===== config.mk =====
export PLATFORM = sky130hd
export DESIGN_NAME = downmix_decim
export DESIGN_NICKNAME = d
export VERILOG_FILES = /design/src/rtl/downmix_decim.sv
export SDC_FILE = /design/constraint.sdc
export NUM_CORES = 1
export LEC_CHECK = 0
export CAP_MARGIN = 5
export CORE_UTILIZATION = 35
export DETAILED_ROUTE_END_ITERATION = 12
export PLACE_DENSITY = 0.53
export SYNTH_ARGS = -nofsm -noshare
export SYNTH_HDL_FRONTEND = slang
export SYNTH_SLANG_ARGS = --single-unit

===== constraint.sdc =====
create_clock -name clock -period 17.6 [get_ports clock]
set_input_delay 3.52 -clock clock [delete_from_list [all_inputs] [get_ports clock]]
set_output_delay 3.52 -clock clock [all_outputs]
set_load 0.02 [all_outputs]

===== src/rtl/downmix_decim.sv =====
// Receive-side mixer: multiplies each input sample by a Q6.14 LO value, saturates the
// product and averages DECIM valid products with an accumulate-and-dump filter.
module downmix_decim #(
  parameter int WIDTH      = 20,
  parameter int FRAC       = 14,
  parameter int DECIM      = 16,
  parameter int LOG2_DECIM = 4
) (
  input  logic                    clock,
  input  logic                    reset,
  input  logic                    in_valid,
  input  logic signed [WIDTH-1:0] rf_i,
  input  logic signed [WIDTH-1:0] LO,
  output logic                    out_valid,
  output logic signed [WIDTH-1:0] bb_o,
  output logic                    sat_o
);
  localparam int PW = 2 * WIDTH;
  localparam int AW = WIDTH + LOG2_DECIM;

  localparam logic signed [PW-1:0]    P_MAX = {{(PW-WIDTH+1){1'b0}}, {(WIDTH-1){1'b1}}};
  localparam logic signed [PW-1:0]    P_MIN = {{(PW-WIDTH+1){1'b1}}, {(WIDTH-1){1'b0}}};
  localparam logic signed [WIDTH-1:0] M_MAX = {1'b0, {(WIDTH-1){1'b1}}};
  localparam logic signed [WIDTH-1:0] M_MIN = {1'b1, {(WIDTH-1){1'b0}}};
  localparam logic [LOG2_DECIM-1:0]   CNT_LAST = LOG2_DECIM'(DECIM - 1);

  logic signed [PW-1:0]    w_mul;
  logic signed [PW-1:0]    r_p;
  logic                    r_v1;
  logic signed [WIDTH-1:0] w_m;
  logic                    w_sat;
  logic signed [AW-1:0]    r_acc;
  logic signed [AW-1:0]    w_sum;
  logic signed [AW-1:0]    w_mean;
  logic [LOG2_DECIM-1:0]   r_cnt;
  logic                    r_sat_acc;

  assign w_mul = rf_i * LO;

  // Stage 1: product register, floor shift by FRAC
  always_ff @(posedge clock) begin
    if (reset) begin
      r_p  <= '0;
      r_v1 <= 1'b0;
    end else begin
      r_v1 <= in_valid;
      if (in_valid) r_p <= w_mul >>> FRAC;
    end
  end

  always_comb begin
    w_m   = r_p[WIDTH-1:0];
    w_sat = 1'b0;
    if (r_p > P_MAX) begin
      w_m   = M_MAX;
      w_sat = 1'b1;
    end else if (r_p < P_MIN) begin
      w_m   = M_MIN;
      w_sat = 1'b1;
    end
  end

  // Mean of DECIM clamped samples always fits WIDTH, so the dump is a plain truncation
  assign w_sum  = r_acc + {{LOG2_DECIM{w_m[WIDTH-1]}}, w_m};
  assign w_mean = w_sum >>> LOG2_DECIM;

  always_ff @(posedge clock) begin
    if (reset) begin
      r_acc     <= '0;
      r_cnt     <= '0;
      r_sat_acc <= 1'b0;
      out_valid <= 1'b0;
      bb_o      <= '0;
      sat_o     <= 1'b0;
    end else begin
      out_valid <= 1'b0;
      if (r_v1) begin
        if (r_cnt == CNT_LAST) begin
          bb_o      <= w_mean[WIDTH-1:0];
          sat_o     <= r_sat_acc | w_sat;
          out_valid <= 1'b1;
          r_acc     <= '0;
          r_cnt     <= '0;
          r_sat_acc <= 1'b0;
        end else begin
          r_acc     <= w_sum;
          r_cnt     <= r_cnt + 1'b1;
          r_sat_acc <= r_sat_acc | w_sat;
        end
      end
    end
  end
endmodule


==> flow_summary.toml, run 1 <==
[critical_path]
cp.required_ps = 17810
path_max_fanout = 20
crit_cells = 21
timing.rr.end = "bb_o[18]"
cp_slowest_stage_delay_ps = 1020
crit_buf_inv = 4
r2r_setup_slack_ps = 13740
r2r_start = "r_p[25]"
cp_slowest_cell = "clkdlybuf4s50_1"
crit_chain = "clkdlybuf4s50_1 -> nand2_1 -> fa_1 -> fa_1 -> fa_1 -> inv_1 -> fa_1 -> fa_1 -> inv_1 -> fa_1 -> fa_1 -> inv_1 -> ha_1 -> a21oi_1 -> o21ai_0 -> a21oi_1 -> and3_1 -> a211oi_2 -> o41ai_1 -> xor2_1 -> o21ai_0"
critPathCaptureType = "flip-flop"
start_kind = "input pin"
r2r_cells = 15
worst-setup-path-type = "input pin to flip-flop"
crit_top_cell = "fa_1"
critPathLaunch = "rf_i[19]"
endpoint = "r_p[24]"
critical-path-top-delay-family = "adder cells"
worstPathArrival_ps = 11000

[floorplanning]
num_rows = 84
core_area_um2 = 52600
pin_count = 65
dieWidth_um = 233
fp.dieH_um = 233
initial_core_util_pct = 35.4
die_area_um2 = 54100

[run]
maxCapViolations = 0

[routing]
vias_per_cell = 4.79
ant_nets = 0
wire_per_inst_um = 16.2
dr_total_vias = 13100
routed_wirelength_mm = 44.3
drc = 0
drtIter0Drc = 572
firstDrtPassIters = 4

[sta]
maxSlewHeadroom_pct = 26.9
min_period_ps = 10790
holdWs_ps = 458
rsz0062_at_grt = "false"
clock_skew_ps = 5.22
finalCritPeriodShare_pct = 61.3
setup_violations = 0
setup_ws_ps = 6810
finalHoldViolCount = 0
slew_viol_final = 0
finalSetupTns_ps = 0
max_freq_mhz = 92.7
worstMarginPinSlew_ps = 1090

[clocking]
hold_buffers = 0
ctsLongestPathBuffers = 2
cts_setup_buffers = 0
numCtsBuffers = 9
cts_root_buffer = "clkbuf_16"
clk-insertion-delay-late_ps = 340
htree_levels = 3
path_clk_slew_ps = 60
clock_sinks = 78
cts_tree = "done"
cts-resized-gates = 0

[logic_synthesis]
netlist_area_um2 = 18600
synth-seq-area-share_pct = 8.39
synth.avg_cell_area_um2 = 9.03
ys_ff_latch = 78
ys_types = 66
syn_nets = 2651
synth_edf_count = 0
syn_inst = 2060
synth_ff_type = "dfxtp_1"
synth-async-reset-ratio_pct = 0
yosysWarnings = 0

[hold_path]
hold_path_class = "flip-flop to flip-flop"

[finish]
area_delta_synth_final_pct = 7.62
post-route-util_pct = 38.1
drive_gt1_share_pct = 1.86
nets = 2628
antenna_cells = 0

[placement]
gp_congestion = 0.840
hpwl_mm = 37.1
portBuffers = 64
place_ws_ps = 6430

[global_route]
grt_pass1_vias = 14200
grt_pass1_wl_mm = 75.9
grt_usage_pct = 17.7
antenna_found_initial = 0
grt_max_degree = 86
gr-total-overflow = 0

[run_status]
status = "completed"
==> cells by family (layout without fill, tap and decap cells) <==
family / after synthesis / in the layout / synth area share (%)
and+or+nand+nor: 626 / 626 / 16.6
adders and majority gates: 548 / 548 / 53.8
buffers and inverters: 535 / 516 / 10.8
AOI/OAI and AO/OA: 215 / 215 / 7.65
DFF: 78 / 78 / 8.39
xor gates and xnor gates: 49 / 49 / 2.31
muxes: 9 / 9 / 0.484
==> stage by stage <==
stage,cell area (um2),cells
2_1_floorplan,18600,2060
3_3_place_gp,19800,2714
3_5_place_dp,19800,2714
4_1_cts,20000,2729
5_1_grt,20000,2729
6_report,20000,2729
==> cell usage after synthesis, drive strengths merged, types with 6 or more instances <==
cell type / instances / area share, %
and2: 219 / 7.4
nor3: 17 / 0.46
xor2: 16 / 0.75
a21oi: 74 / 2.0
xnor2: 33 / 1.6
buf: 7 / 0.15
nand2b: 10 / 0.34
o21a: 25 / 1.0
a21o: 17 / 0.69
nand4: 6 / 0.20
clkbuf: 100 / 2.0
a22oi: 18 / 0.73
a211oi: 10 / 0.48
ha: 128 / 8.6
nand3b: 6 / 0.24
nand3: 13 / 0.35
o21ai: 24 / 0.67
mux2i: 9 / 0.48
a31oi: 6 / 0.20
o22ai: 6 / 0.20
nor2: 91 / 1.8
inv: 427 / 8.6
fa: 420 / 45
nand2: 242 / 4.9
dfxtp: 78 / 8.4
==> layout by cell type (no fill, tap or decap), types with 6 or more instances in the layout <==
cell             Yosys  routed
inv_1              427     427
fa_1               420     420
nand2_1            242     242
and2_1             219     219
ha_1               128     128
nor2_1              91      91
dfxtp_1             78      78
a21oi_1             73      73
clkdlybuf4s50_1      0      63
xnor2_1             33      33
o21a_1              25      25
o21ai_0             19      18
a22oi_1             18      18
a21o_1              17      17
nor3_1              17      17
xor2_1              16      16
nand3_1             13      13
nand2b_1            10      10
mux2i_1              9       9
clkbuf_16            0       9
buf_4                0       9
a211oi_1             7       7
nand4_1              6       6
o22ai_1              6       6
a31oi_1              6       6
nand3b_1             6       6
==> flip-flops by register name (all words and copies together) (netlist names) <==
register	count
bb_o	20
r_v1	1
r_p	26
r_cnt	4
out_valid	1
r_acc	24
r_sat_acc	1
sat_o	1
==> worst min-delay path by stage <==
stage	startpoint	to	slack [ps]	cells past startpoint
floorplan	r_p[5]	r_p[5]	430	2
global placement	bb_o[17]	bb_o[17]	450	2
detailed placement	bb_o[17]	bb_o[17]	450	2
CTS	bb_o[1]	bb_o[1]	460	2
global route	bb_o[17]	bb_o[17]	480	2
finish	bb_o[17]	bb_o[17]	460	2
==> layout make-up <==
| type | count | area [um2] |
|---|---|---|
| clock buffer | 11 | 233 |
| fill | 5334 | 32500 |
| clock inverter | 4 | 25.0 |
| inverter | 428 | 1610 |
| timing repair buffer | 73 | 703 |
| multi-input combinational | 1447 | 15000 |
| tap | 688 | 861 |
| sequential | 78 | 1560 |
==> per-layer routing <==
metal | wire length [um] | global-route usage, %
met2 | 21400 | 29.2
met5 | 0 | 0
met1 | 20900 | 25.1
met3 | 1540 | 1.90
met4 | 527 | 3.19
==> tightest hold or removal path, cell delays in order, from the launching register on <==
cell	delay, ps
dfxtp_1	310
nand2_1	50
a21oi_1	50
Power of run 1 is left out: the tool's default activity adds up to more than one toggle a clock period on the data nets, which glitch-free logic cannot reach.
==> run 2: changes to the inputs <==
--- a/config.mk
+++ b/config.mk
@@ -8,7 +8,7 @@
 export CAP_MARGIN = 5
 export CORE_UTILIZATION = 35
 export DETAILED_ROUTE_END_ITERATION = 12
-export PLACE_DENSITY = 0.53
+export PLACE_DENSITY = 0.54
 export SYNTH_ARGS = -nofsm -noshare
 export SYNTH_HDL_FRONTEND = slang
 export SYNTH_SLANG_ARGS = --single-unit
==> constraint.sdc (replaced) <==
create_clock -name clock -period 9 [get_ports clock]
set_input_delay 1.8 -clock clock [delete_from_list [all_inputs] [get_ports clock]]
set_output_delay 1.8 -clock clock [all_outputs]
set_load 0.02 [all_outputs]
==> flow_summary.toml, run 2 (synthesis results as in run 1) <==
[finish]
nets = 2691
layout_commonest_cell = "inv_1"
post-route-util_pct = 39.2
top_register = "r_p"
area_delta_synth_final_pct = 10.7
fin_cells = 2793
top_regs = "r_p: 26 flops, r_acc: 24 flops, bb_o: 20 flops"
largest_reg_flops = 26
final_area_um2 = 20600
antenna_cells = 0
final_cell_mix = "427 x inv_1, 420 x fa_1, 242 x nand2_1, 219 x and2_1, 128 x ha_1"
drive_gt1_share_pct = 4.94

[critical_path]
cp_slowest_stage_delay_ps = 720
worstPathArrival_ps = 8930
critPathCaptureType = "flip-flop"
cp_slowest_cell = "clkdlybuf4s50_1"
r2r_start = "r_p[22]"
critPathLaunch = "rf_i[9]"
r2r_setup_slack_ps = 5150
crit_top_cell = "fa_1"
r2r_cells = 16
start_kind = "input pin"
endpoint = "r_p[25]"
cp.required_ps = 9280
path_max_fanout = 15
crit_chain = "clkdlybuf4s50_1 -> buf_4 -> nand2_1 -> fa_1 -> fa_1 -> fa_1 -> fa_1 -> inv_1 -> fa_1 -> fa_1 -> fa_1 -> ha_1 -> nand3_1 -> or2_1 -> o31ai_2 -> o21ai_1 -> buf_4 -> a211oi_2 -> nor2_1 -> a2111o_1 -> o211ai_1"
worst-setup-path-type = "input pin to flip-flop"
timing.rr.end = "bb_o[18]"

[routing]
drc = 1
ant_nets = 0
firstDrtPassIters = 9
dr_total_vias = 13200
routed_wirelength_mm = 43.7
vias_per_cell = 4.73
wire_per_inst_um = 15.7
drtIter0Drc = 654

[global_route]
grt_pass1_vias = 14300
antenna_found_initial = 0
grt_usage_pct = 17.4
gr-total-overflow = 0
grt_max_degree = 49
grt_pass1_wl_mm = 74.9

[clocking]
cts_root_buffer = "clkbuf_16"
cts_setup_buffers = 0
path_clk_slew_ps = 60
numCtsBuffers = 9
cts-resized-gates = 0
hold_buffers = 0
ctsLongestPathBuffers = 2
htree_levels = 3
clock_sinks = 78
cts_tree = "done"
clk-insertion-delay-late_ps = 350

[sta]
finalCritPeriodShare_pct = 96.2
holdWs_ps = 464
finalHoldViolCount = 0
worstMarginPinSlew_ps = 983
rsz0062_at_grt = "false"
slew_viol_final = 0
max_freq_mhz = 115
maxSlewHeadroom_pct = 34.3
setup_violations = 0
clock_skew_ps = 8.18
min_period_ps = 8660

[hold_path]
hold_path_class = "flip-flop to flip-flop"

[run]
maxCapViolations = 0

[floorplanning]
core_area_um2 = 52600
dieWidth_um = 233
num_rows = 84
fp.dieH_um = 233
initial_core_util_pct = 35.4
pin_count = 65
die_area_um2 = 54100

[run_status]
status = "finished, violations left"
failed_checks = "design-rule violations"

[placement]
placed_area_um2 = 20300
place_inst = 2777
gp_congestion = 0.831
portBuffers = 64
hpwl_mm = 38.2
## run 2: cell types whose count changed in the layout (fill, tap and decap cells not counted), sizes merged
cell / change
buf: +63
clkbuf: -2
bufinv: +2
inv: +3
clkinv: -1
clkinvlp: -1
## run 2: critical path, delay by kind of cell
| kind | cells | cell delay, ps |
|---|---|---|
| buffers and inverters | 4 | 1260 |
| AND/OR/NAND/NOR | 4 | 580 |
| adder cells (fa/ha/maj) | 8 | 3900 |
| AO/OA/AOI/OAI | 5 | 1390 |
## run 2: stage by stage
step	setup TNS, ps	setup WS [ps]
finish	0	341
global route	0	10.8
CTS	0	284
detailed placement	-61.1	-61.1
global placement	0	85.4
floorplan	0	1020
## run 2: layout make-up
cell class	count	area [um2]
fillers	5309	32000
multi-input cells	1447	15000
inverters	428	1610
flip-flops and latches	78	1560
repair buffers	136	1200
well taps	688	861
clock buffers	9	225
clock inverters	7	105
## run 2: per-layer routing
metal	share of wire [%]	wire length (um)	GRT usage, %	vias up
li1	-	-	-	6265
met2	49	21600	29.8	175
met4	1.1	488	2.63	0
met1	46	20300	23.9	6740
met3	3.0	1320	1.83	27
met5	0	0	0	-
## run 2: how the worst min path moves through the flow
stage                   from       end  slack [ps]  cells past startpoint
floorplan             r_p[5]    r_p[5]         430                      2
global placement      r_p[5]    r_p[5]         440                      2
detailed placement   bb_o[9]   bb_o[9]         450                      2
CTS                 bb_o[13]  bb_o[13]         470                      2
global route        bb_o[13]  bb_o[13]         480                      2
finish              bb_o[13]  bb_o[13]         460                      2
Power of run 2 is left out for the same reason.
